### src/rtl/butterfly_arbiter.sv
// Round-robin arbiter sharing one non-pipelined complex butterfly among k requesters.
// One operation in flight at a time: IDLE -> ISSUE -> WAIT -> RETURN -> IDLE.
module butterfly_arbiter #(
  parameter int n  = 32,
  parameter int k  = 4,
  parameter int gw = 2
) (
  input  logic           clk,
  input  logic           reset,
  input  logic [k-1:0]   req_val,
  output logic [k-1:0]   req_rdy,
  input  logic [k*n-1:0] req_ar,
  input  logic [k*n-1:0] req_ac,
  input  logic [k*n-1:0] req_br,
  input  logic [k*n-1:0] req_bc,
  input  logic [k*n-1:0] req_wr,
  input  logic [k*n-1:0] req_wc,
  output logic [k-1:0]   resp_val,
  input  logic [k-1:0]   resp_rdy,
  output logic [n-1:0]   resp_cr,
  output logic [n-1:0]   resp_cc,
  output logic [n-1:0]   resp_dr,
  output logic [n-1:0]   resp_dc,
  output logic [gw-1:0]  grant,
  output logic           busy,
  output logic [15:0]    ops_done,
  output logic           bf_recv_val,
  input  logic           bf_recv_rdy,
  output logic [n-1:0]   bf_ar,
  output logic [n-1:0]   bf_ac,
  output logic [n-1:0]   bf_br,
  output logic [n-1:0]   bf_bc,
  output logic [n-1:0]   bf_wr,
  output logic [n-1:0]   bf_wc,
  input  logic           bf_send_val,
  output logic           bf_send_rdy,
  input  logic [n-1:0]   bf_cr,
  input  logic [n-1:0]   bf_cc,
  input  logic [n-1:0]   bf_dr,
  input  logic [n-1:0]   bf_dc
);

  typedef struct packed {
    logic [n-1:0] ar, ac, br, bc, wr, wc;
  } op_t;

  typedef struct packed {
    logic [n-1:0] cr, cc, dr, dc;
  } res_t;

  typedef enum logic [1:0] {IDLE, ISSUE, WAIT, RETURN} state_t;

  state_t        state;
  logic [gw-1:0] rr;
  logic [gw-1:0] win;
  logic [gw-1:0] idx;
  logic          found;
  op_t [k-1:0]   req_op;
  op_t           op_q;
  res_t          res_q;

  for (genvar i = 0; i < k; i++) begin : g_lane
    assign req_op[i] = {req_ar[i*n +: n], req_ac[i*n +: n], req_br[i*n +: n],
                        req_bc[i*n +: n], req_wr[i*n +: n], req_wc[i*n +: n]};
  end

  // Scan from the highest offset down so the closest requester above rr wins last.
  always_comb begin
    win   = '0;
    found = 1'b0;
    idx   = '0;
    for (int j = k-1; j >= 0; j--) begin
      idx = gw'((int'(rr) + j) % k);
      if (req_val[idx]) begin
        win   = idx;
        found = 1'b1;
      end
    end
  end

  assign req_rdy = (state == IDLE && found) ? (k'(1) << win) : '0;

  assign {bf_ar, bf_ac, bf_br, bf_bc, bf_wr, bf_wc} = op_q;
  assign {resp_cr, resp_cc, resp_dr, resp_dc}       = res_q;

  always_ff @(posedge clk) begin
    if (reset) begin
      state       <= IDLE;
      rr          <= '0;
      grant       <= '0;
      busy        <= 1'b0;
      ops_done    <= '0;
      op_q        <= '0;
      res_q       <= '0;
      bf_recv_val <= 1'b0;
      bf_send_rdy <= 1'b0;
      resp_val    <= '0;
    end else begin
      case (state)
        IDLE: if (found) begin
          op_q        <= req_op[win];
          grant       <= win;
          busy        <= 1'b1;
          bf_recv_val <= 1'b1;
          state       <= ISSUE;
        end
        ISSUE: if (bf_recv_rdy) begin
          bf_recv_val <= 1'b0;
          bf_send_rdy <= 1'b1;
          state       <= WAIT;
        end
        // The butterfly may hold send_val high from its previous result; only sample here.
        WAIT: if (bf_send_val) begin
          res_q       <= {bf_cr, bf_cc, bf_dr, bf_dc};
          bf_send_rdy <= 1'b0;
          resp_val    <= k'(1) << grant;
          state       <= RETURN;
        end
        RETURN: if (resp_rdy[grant]) begin
          rr       <= (grant == gw'(k-1)) ? '0 : grant + 1'b1;
          ops_done <= ops_done + 16'd1;
          resp_val <= '0;
          busy     <= 1'b0;
          state    <= IDLE;
        end
        default: state <= IDLE;
      endcase
    end
  end

endmodule
### config.mk
export PLATFORM = sky130hd
export DESIGN_NAME = butterfly_arbiter
export DESIGN_NICKNAME = d
export VERILOG_FILES = /design/src/rtl/butterfly_arbiter.sv
export SDC_FILE = /design/constraint.sdc
export NUM_CORES = 1
export LEC_CHECK = 0
export ABC_CLOCK_PERIOD_IN_PS = 3300
export CAP_MARGIN = 20
export CORE_AREA = 10 10 476 478
export CTS_CLUSTER_SIZE = 28
export DETAILED_ROUTE_END_ITERATION = 12
export DIE_AREA = 0 0 486 488
export GPL_TIMING_DRIVEN = 0
export PLACE_DENSITY = 0.41
export SYNTH_ARGS = -nofsm -noshare
export SYNTH_HDL_FRONTEND = slang
export SYNTH_SLANG_ARGS = --single-unit
### constraint.sdc
create_clock -name clk -period 3.3 [get_ports clk]
set_clock_uncertainty 0.05 [all_clocks]
set_input_delay 0.66 -clock clk [delete_from_list [all_inputs] [get_ports clk]]
set_output_delay 0.66 -clock clk [all_outputs]
set_load 0.05 [all_outputs]
======== Yosys cells after proc, flatten, opt, wreduce, memory -nomap -nowiden ========
Cells that the tools add are included.
word-level totals
  flip-flop bits (word level) ............. 349
  bits in latches ......................... 0
  bits in writable memories ............... 0
  ROM bits ................................ 0
  input bits .............................. 908
  output and inout port bits .............. 349
  word-level logic and storage cells ...... 91
  memories kept ........................... 0
operators by class
  add/sub/neg operators ................... 5
  multipliers ............................. 0
  div/mod/pow operators ................... 0
  order comparisons ....................... 6
  eq/ne operators ......................... 8
  shift-type cells ........................ 2
  multiplexer cells ....................... 38
  bitwise operators ....................... 0
  reduce and logical (&&, ||, !) cells .... 14
operator list
  operator                                                     number
  binary-select mux 192 bit (select 2 bit)                     1
  two-way mux 192 bit                                          1
  less-than comparator 2 x 3 -> 1 bit (second input constant)  6
  two-way mux 2 bit                                            9
  adder 16 x 1 -> 16 bit (second input constant)               1
  two-way mux 1 bit                                            14
  two-way mux 4 bit                                            3
  AND reduction 3 bit                                          4
  binary-select mux 1 bit (select 2 bit)                       5
  != test 2 bit (second input constant)                        4
  case mux 2 bit (4 select lines)                              1
  case mux 4 bit (2 select lines)                              1
  nonzero test 2 bit                                           4
  << shifter 1 x 2 -> 4 bit (first input constant)             2
  == test 2 bit (second input constant)                        3
  case mux 1 bit (2 select lines)                              3
  AND reduction 2 bit                                          3
  adder 2 x 1 -> 2 bit (second input constant)                 2
  adder 2 bit (second input constant)                          2
  AND reduction 4 bit                                          1
  == test 2 x 1 -> 1 bit (second input constant)               1
  zero test 2 bit                                              1
  logical AND 1 bit                                            1

======== Logic depth before layout (Yosys ltp) ========
Gate-level depths: netlist (run 1).
  depth in word-level cells ............... 9
  depth in mapped cells ................... 9
  mapped depth without buffers ............ 6

======== Worst setup path after synthesis (run 1) ========
No wires, ideal clock.
  kind .................................... input-to-output
  start ................................... input req_val[0]
  end ..................................... output req_rdy[1]
  arrival ................................. 2614 ps
  required time ........................... 2590 ps
  slack ................................... -24 ps
  stages on the path ...................... 8
  path buffers ............................ 3
  cells stage by stage .................... nor2b_1 or4_1 buf_2 buf_6 clkbuf_2 nand2_1 nand2_1 nor2_1
between the ends
  cells in the longest elaborated chain, start to end .. 8
  elaborated cells between the ends (all ways) .. 19
  those cells by class .................... 1 x shift; 17 x mux; 1 x reduce/logical
ends and longest elaborated chain
  what                                                                 line  text
  start: declaration                                                   10    input logic [k-1:0] req_val,
  binary-select mux 1 bit (select 2 bit)                               74    if (req_val[idx]) begin
  two-way mux 1 bit (implied by the code)                              74
  two-way mux 2 bit or two-way mux 1 bit (tied branches) (4 in a row)  74
  << shifter 1 x 2 -> 4 bit or logical AND 1 bit (tied branches)       81    assign req_rdy = (state == IDLE && found) ? (k'(1) << win) : '0;
  two-way mux 4 bit (*)                                                81
  end: declaration                                                     11    output logic [k-1:0] req_rdy,
Mark *: on every way between the ends. The rest lies on a longest branch, timed or not. The select of a mux whose other input is x is not followed.

======== Final worst setup path (run 1) ========
  start ................................... register rr[0]
  end ..................................... register op_q (netlist bit bf_ac[0])
between the ends
  cells in the longest elaborated chain, start to end .. 9
  elaborated cells between the ends (all ways) .. 22
  those cells by class .................... 3 x add/sub; 18 x mux; 1 x reduce/logical
ends and longest elaborated chain
  what                                       line  text
  start: declaration                         54    logic [gw-1:0] rr;
  start signal: assignment                   120   rr <= (grant == gw'(k-1)) ? '0 : grant + 1'b1;
  adder 2 bit                                73    idx = gw'((int'(rr) + j) % k);
  binary-select mux 1 bit (select 2 bit)     74
  two-way mux 1 bit (implied by the code)    74
  two-way mux 2 bit (4 in a row)             74
  binary-select mux 192 bit (select 2 bit)   101   op_q <= req_op[win];
  two-way mux 192 bit (implied by the code)  101
  end signal: assignment                     101
  end: declaration                           59    op_t op_q;
Several ways; a longest one is shown, not always the timed one. The select of a mux whose other input is x is not followed.
A chain may end at the register's enable or synchronous reset.

==> impl_metrics.csv, run 1 <==
group,metric,value,unit
outcome,status,"completed",
power_and_ir_drop,p_per_area,596,nW/um^2
setup_path,critPathArrivalTime,3.75,ns
synth,yosys.cell_types.count,45,
setup_path,path_cells,"nor2b_1, or4_1, buf_6, buf_2, clkbuf_1, and3_1, o21ai_0, a21oi_1",
drt,totalWireLength,232000,um
placed_design,place_inst,7073,
finish,syn2layout_area_growth,79.6,%
setup_path,cp.required,3.82,ns
placed_design,place_hpwl,197000,um
setup_path,crit_path_end,"bf_ac[0]",
clock_tree,clk_pin_slew_worst_paths,0.06,ns
drt,via_count,30000,
setup_path,critPathMaxFanout,10,
finish,layoutNonFillerInstCount,7228,
sta,finalSetupViolCount,0,
synth,syn_inst,2947,
sta,tightest_slew,1.13,ns
drt,vias_per_cell,4.15,
floorplan,core-area,217000,um^2
setup_path,end_kind,"flip-flop",
global_routing,grt_pass1_wl,299000,um
drt,drc,0,
sta,grt_setup_unrepaired,"no",
power_and_ir_drop,leakage,0.0144,uW
global_routing,grt_overflow,0,
floorplan,die_w,486,um
clock_tree,ctsHoldBuffers,0,
global_routing,track_usage,18.5,%
sta,fin_crit_sh,97.9,%
finish,fin_nets,5199,
setup_path,critPathBufInv,3,
setup_path,slowest_stage,"o21ai_0",
synth,syn_avg_cell_area,7.97,um^2
synth,ys_seq_elements,349,
setup_path,worstRegToRegCells,8,
setup_path,r2r_slack,0.07,ns
power_and_ir_drop,irDropWorstVdd,0.423,mV
setup_path,critPathKind,"flip-flop to flip-flop",
setup_path,critPathMaxStageDelay,0.58,ns
sta,whs,0.402,ns
global_routing,grt_max_degree,19,
drt,firstDrtPassIters,7,
sta,slew_headroom,24.4,%
placed_design,io_buffer_count,1255,
synth,syn_area,23500,um^2
synth,ys_warn_count,0,
synth,syn_nets,3864,
finish,multi_input_area,15000,um^2
finish,final_util,19.5,%
clock_tree,clock_sinks,349,
sta,layout_min_cycle_time,3.23,ns
clock_tree,cts_max_level,2,
setup_path,r2r_start,"rr[0]",
sta,slew_viol_final,0,
finish,register_area,6990,um^2
setup_path,startpoint_type,"flip-flop",
sta,fmax,310,MHz
setup_path,path_depth,8,
setup_path,r2r-end,"bf_ac[0]",
synth,ys_seq_area_share,29.7,%
clock_tree,cts_max_path_buffers,3,
clock_tree,cts_buffers,54,
drt,wire_per_inst,32.1,um
flow_run,max_cap_viol_count,0,
global_routing,grt_pass1_vias,30600,
finish,drive_gt1_share,9.67,%
floorplan,start_util,10.9,%
clock_tree,cts_root_buffer,"clkbuf_16",
finish,fill_cells,24300,
floorplan,die-area,237000,um^2
setup_path,cp_top_family,"buffers and inverters",
drt,antenna_left,0,
setup_path,crit_path_start,"rr[0]",
floorplan,rows,171,
placed_design,routabilityCongestion,0.896,
min_path,hold_path_class,"flip-flop to flip-flop",
clock_tree,cts_tree,"done",
clock_tree,clk_latency,0.72,ns
floorplan,die_h,488,um
floorplan,ios,1257,
global_routing,antenna_found_initial,120,
sta,hold_violations,0,
drt,drt-initial-drc-count,1995,
==> per-stage QoR <==
step	cell area, um^2	total power [uW]	setup WS, ns	TNS (ns)
5_1_grt	42100	26200	0.000863	0
6_report	42200	25100	0.0707	0
3_3_place_gp	39600	18900	-2.44	-684.70
4_1_cts	42100	25600	-0.0834	-0.306
2_1_floorplan	23500	12300	-0.0243	-0.0889
3_5_place_dp	39900	19000	-2.18	-267.20
==> worst min path at each step <==
stage,from,endpoint,cells after the start
2_1_floorplan,rr[1],rr[1],2
3_3_place_gp,resp_cr[31],resp_cr[31],2
3_5_place_dp,resp_val[2],resp_val[2],2
4_1_cts,bf_cc[8],resp_cc[8],3
5_1_grt,bf_dr[10],resp_dr[10],3
6_report,resp_val[2],resp_val[2],2
==> power breakdown <==
part / internal (uW) / total, uW / switching, uW
combinational: 4430 / 13300 / 8820
sequential: 5020 / 5680 / 668
clock: 3600 / 6210 / 2610
==> final cells by class <==
type | count | area share, %
clock buffer | 78 | 3.61
multi-input combinational | 2245 | 35.5
clock inverter | 20 | 0.715
sequential | 349 | 16.6
buffer | 342 | 4.09
antenna | 50 | 0.297
timing repair buffer | 1284 | 30.7
inverter | 6 | 0.0534
tap | 2854 | 8.46
==> kinds of logic (layout without fill, tap and decap cells) <==
group	Yosys count	in the layout	share of synthesized area, %
xor+xnor	15	15	0.559
mux	5	5	0.272
simple gates	1112	1112	31.2
compound gates	1104	1104	30.7
fa+ha+maj	9	9	0.479
other cells	0	50	0
flops	349	349	29.7
buf+inv	353	1730	7.02
==> Yosys cell counts, drive strengths merged <==
master	instances	area, um^2
a211oi	1	7.51
a21boi	382	2870
a21oi	332	1660
and2	194	1220
and3	385	2410
and4	3	26.3
buf	100	693
clkbuf	247	935
dfxtp	349	6990
ha	9	113
inv	6	22.5
mux2	1	11.3
mux2i	3	30.0
mux4	1	22.5
nand2	283	1060
nand2b	3	18.8
nand3	4	20.0
nand3b	1	7.51
nand4	9	56.3
nor2	27	101
nor2b	4	25.0
nor3	4	20.0
nor3b	191	2330
o2111ai	1	8.76
o211ai	3	22.5
o21a	1	7.51
o21ai	191	956
o21ba	1	10.0
o221ai	1	8.76
o32ai	191	1670
or2	1	6.26
or4	2	15.0
or4b	1	10.0
xnor2	2	17.5
xor2	13	114
==> metal layers <==
layer	track usage [%]	share of wire, %	vias up	routed length, um
met5	0	0.14	-	328
met4	5.04	2.6	50	6040
met2	31.4	48	1509	110000
met3	5.93	9.2	250	21400
li1	-	-	13500	-
met1	22.4	40	14700	93900
==> flip-flops by register name, summed over array words and instances, names as in the netlist, 4 cells and up <==
register  cells
bf_ac        32
bf_br        32
resp_cc      32
bf_wr        32
resp_dr      32
bf_ar        32
resp_cr      32
bf_bc        32
resp_dc      32
bf_wc        32
resp_val      4
ops_done     16
==> cells in the final DEF (no fill, tap or decap), drive strengths merged, types with 131 or more instances in the layout <==
master and instances:
and3 385, nor3b 191, clkbuf 322, dfxtp 349
buf 131, and2 194, o21ai 191, a21oi 332
nand2 283, clkdlybuf4s50 1245, a21boi 382, o32ai 191
==> tightest hold or removal path, cell delays in order, from the launching register on <==
cell and delay [ns]:
dfxtp_1 0.31, nand2_1 0.05, a21oi_1 0.05
==> timing repair <==
item | CTS | global route
buffers inserted | 11 | 0
resized for setup | 111 | 11
setup endpoints to repair | 187 | 12
cloned | 1 | 0
hold endpoints to repair | 0 | 0
pin swaps | 5 | 2
(Power assumes the default switching activity.)
==> run 2: changes to the inputs <==
--- a/config.mk
+++ b/config.mk
@@ -12,7 +12,8 @@
 export DETAILED_ROUTE_END_ITERATION = 12
 export DIE_AREA = 0 0 486 488
 export GPL_TIMING_DRIVEN = 0
-export PLACE_DENSITY = 0.41
+export PLACE_DENSITY = 0.34
+export RECOVER_POWER = 50
 export SYNTH_ARGS = -nofsm -noshare
 export SYNTH_HDL_FRONTEND = slang
 export SYNTH_SLANG_ARGS = --single-unit
==> run 2 against run 1 <==
Compared with the run above: clock power is 2% lower; combinational power shrank 4%; power decreased by 2.5%; critical endpoint is now bf_wc[4]; hold slack got worse by 0.00083 ns; non-clock buffer count rose by 5; count of clock-buffer cells in the layout unchanged; flip-flop and latch count stayed put; sequential share of layout area about the same; fmax fell by 0.92%.
==> impl_metrics.csv, run 2 (synthesized netlist as in run 1, its figures left out) <==
group,metric,value,unit
finish,final_common_cell,"clkdlybuf4s50_1",
min_path,holdPathEnd,"resp_dr[10]",
min_path,min-delay-start,"resp_dr[10]",
setup_path,r2r-end,"bf_wc[4]",
sta,fmax,307,MHz
setup_path,cp.required,3.82,ns
drt,totalWireLength,238000,um
power_and_ir_drop,p_per_area,583,nW/um^2
drt,firstDrtPassIters,7,
clock_tree,clock_sinks,349,
global_routing,grt_overflow,0,
outcome,status,"completed",
finish,syn2layout_area_growth,79.0,%
sta,slew_viol_final,0,
drt,drt-initial-drc-count,1907,
setup_path,critPathMaxStageDelay,0.59,ns
flow_run,max_cap_viol_count,0,
placed_design,place_hpwl,200000,um
setup_path,slowest_stage,"o21ai_1",
drt,antenna_left,0,
drt,via_count,29700,
drt,drc,0,
sta,layout_min_cycle_time,3.26,ns
placed_design,placed_area,39900,um^2
clock_tree,cts_max_level,2,
floorplan,die_w,486,um
clock_tree,cts_root_buffer,"clkbuf_16",
setup_path,end_kind,"flip-flop",
finish,final_util,19.4,%
global_routing,antenna_found_initial,150,
floorplan,die-area,237000,um^2
finish,fin_nets,5205,
clock_tree,clk_latency,0.73,ns
sta,slew_headroom,20.1,%
global_routing,grt_pass1_wl,305000,um
floorplan,rows,171,
floorplan,die_h,488,um
finish,drive_gt1_share,9.75,%
clock_tree,ctsHoldBuffers,0,
setup_path,critPathArrivalTime,3.78,ns
sta,grt_setup_unrepaired,"no",
placed_design,io_buffer_count,1255,
setup_path,worstRegToRegCells,8,
floorplan,ios,1257,
clock_tree,cts_buffers,55,
floorplan,core-area,217000,um^2
min_path,hold_path_class,"flip-flop to flip-flop",
finish,most-common-layout-cells,"clkdlybuf4s50_1, and3_1, a21boi_0, dfxtp_1, a21oi_1",
sta,fin_crit_sh,98.8,%
placed_design,place_inst,7078,
clock_tree,cts_tree,"done",
sta,hold_violations,0,
setup_path,r2r_slack,0.04,ns
setup_path,critPathKind,"flip-flop to flip-flop",
drt,vias_per_cell,4.11,
placed_design,routabilityCongestion,0.843,
power_and_ir_drop,leakage,0.0153,uW
sta,finalSetupViolCount,0,
setup_path,critPathMaxFanout,10,
setup_path,path_cells,"nor2b_1, or4_4, buf_12, clkbuf_4, clkbuf_2, and3_1, o21ai_1, a21oi_1",
global_routing,grt_max_degree,20,
global_routing,track_usage,18.8,%
setup_path,startpoint_type,"flip-flop",
sta,tightest_slew,1.20,ns
power_and_ir_drop,irDropWorstVdd,0.469,mV
power_and_ir_drop,finalPower,24500,uW
setup_path,r2r_start,"rr[0]",
finish,layoutNonFillerInstCount,7227,
finish,stdcell_area,42100,um^2
drt,wire_per_inst,32.9,um
clock_tree,clk_pin_slew_worst_paths,0.07,ns
global_routing,grt_pass1_vias,30500,
floorplan,start_util,10.9,%
clock_tree,cts_max_path_buffers,3,
min_path,whs_path_depth,2,
-- run 2: cell count changes in the layout (fill, tap and decap cells not counted), moves of 5 or more --
cell             before  now
dlygate4sd3_1         0  312
dlygate4sd2_1         6    1
diode_2              50   43
o21ai_0             130  124
buf_8                20   25
o21ai_1              57   65
buf_4                27   32
clkdlybuf4s50_1    1245  935
clkinv_2              7   14
-- run 2: repair_timing --
item	4_1_cts	5_1_grt
hold endpoints to repair	0	0
endpoints found under the setup margin	142	20
setup buffers	7	3
cloned	0	1
pin swaps	2	2
gates resized for setup	96	14
-- run 2: worst max path at each step --
stage               startpoint    endpoint  slack (ns)  cells past startpoint
global route             rr[1]  req_rdy[1]        0.01                      7
detailed placement  req_val[0]    bf_wc[7]       -1.70                      9
finish                   rr[0]    bf_wc[4]        0.04                      8
floorplan           req_val[0]  req_rdy[1]       -0.02                      8
CTS                 req_val[2]  req_rdy[1]       -0.06                      9
global placement    req_val[1]   bf_ac[21]       -2.67                      9
-- run 2: layout make-up --
cell class / count / area (um^2)
Buffer: 343 / 1740
Inverter: 6 / 22.5
Clock inverter: 21 / 225
Clock buffer: 78 / 1540
Fill cell: 24400 / 174000
Tap cell: 2854 / 3570
Multi-Input combinational cell: 2245 / 14900
Timing Repair Buffer: 1288 / 12900
Antenna cell: 43 / 108
Sequential cell: 349 / 6990
-- run 2: worst max-delay path, delay by kind of cell (launching register included) --
family | cells | cell delay, ns
buf+inv | 3 | 1.00
flops | 1 | 0.36
compound gates | 2 | 0.73
simple gates | 3 | 0.91
-- run 2: where the power goes --
group | internal, uW | switching [uW] | total [uW]
combinational | 4140 | 8670 | 12800
sequential | 5020 | 585 | 5600
clock | 3410 | 2680 | 6090
-- run 2: stage by stage --
stage / hold slack [ns] / setup slack (ns) / TNS (ns)
floorplan: 0.410 / -0.0243 / -0.0889
global placement: 0.395 / -2.67 / -592.96
detailed placement: 0.400 / -1.70 / -225.41
CTS: 0.354 / -0.0647 / -0.164
global route: 0.402 / 0.00986 / 0
finish: 0.401 / 0.0406 / 0
-- run 2: routing by layer --
metal  share of wire [%]  track usage [%]
met4                 1.7             2.91
met1                  41             22.4
met5                0.32                0
met3                 9.5             7.52
met2                  48             32.4
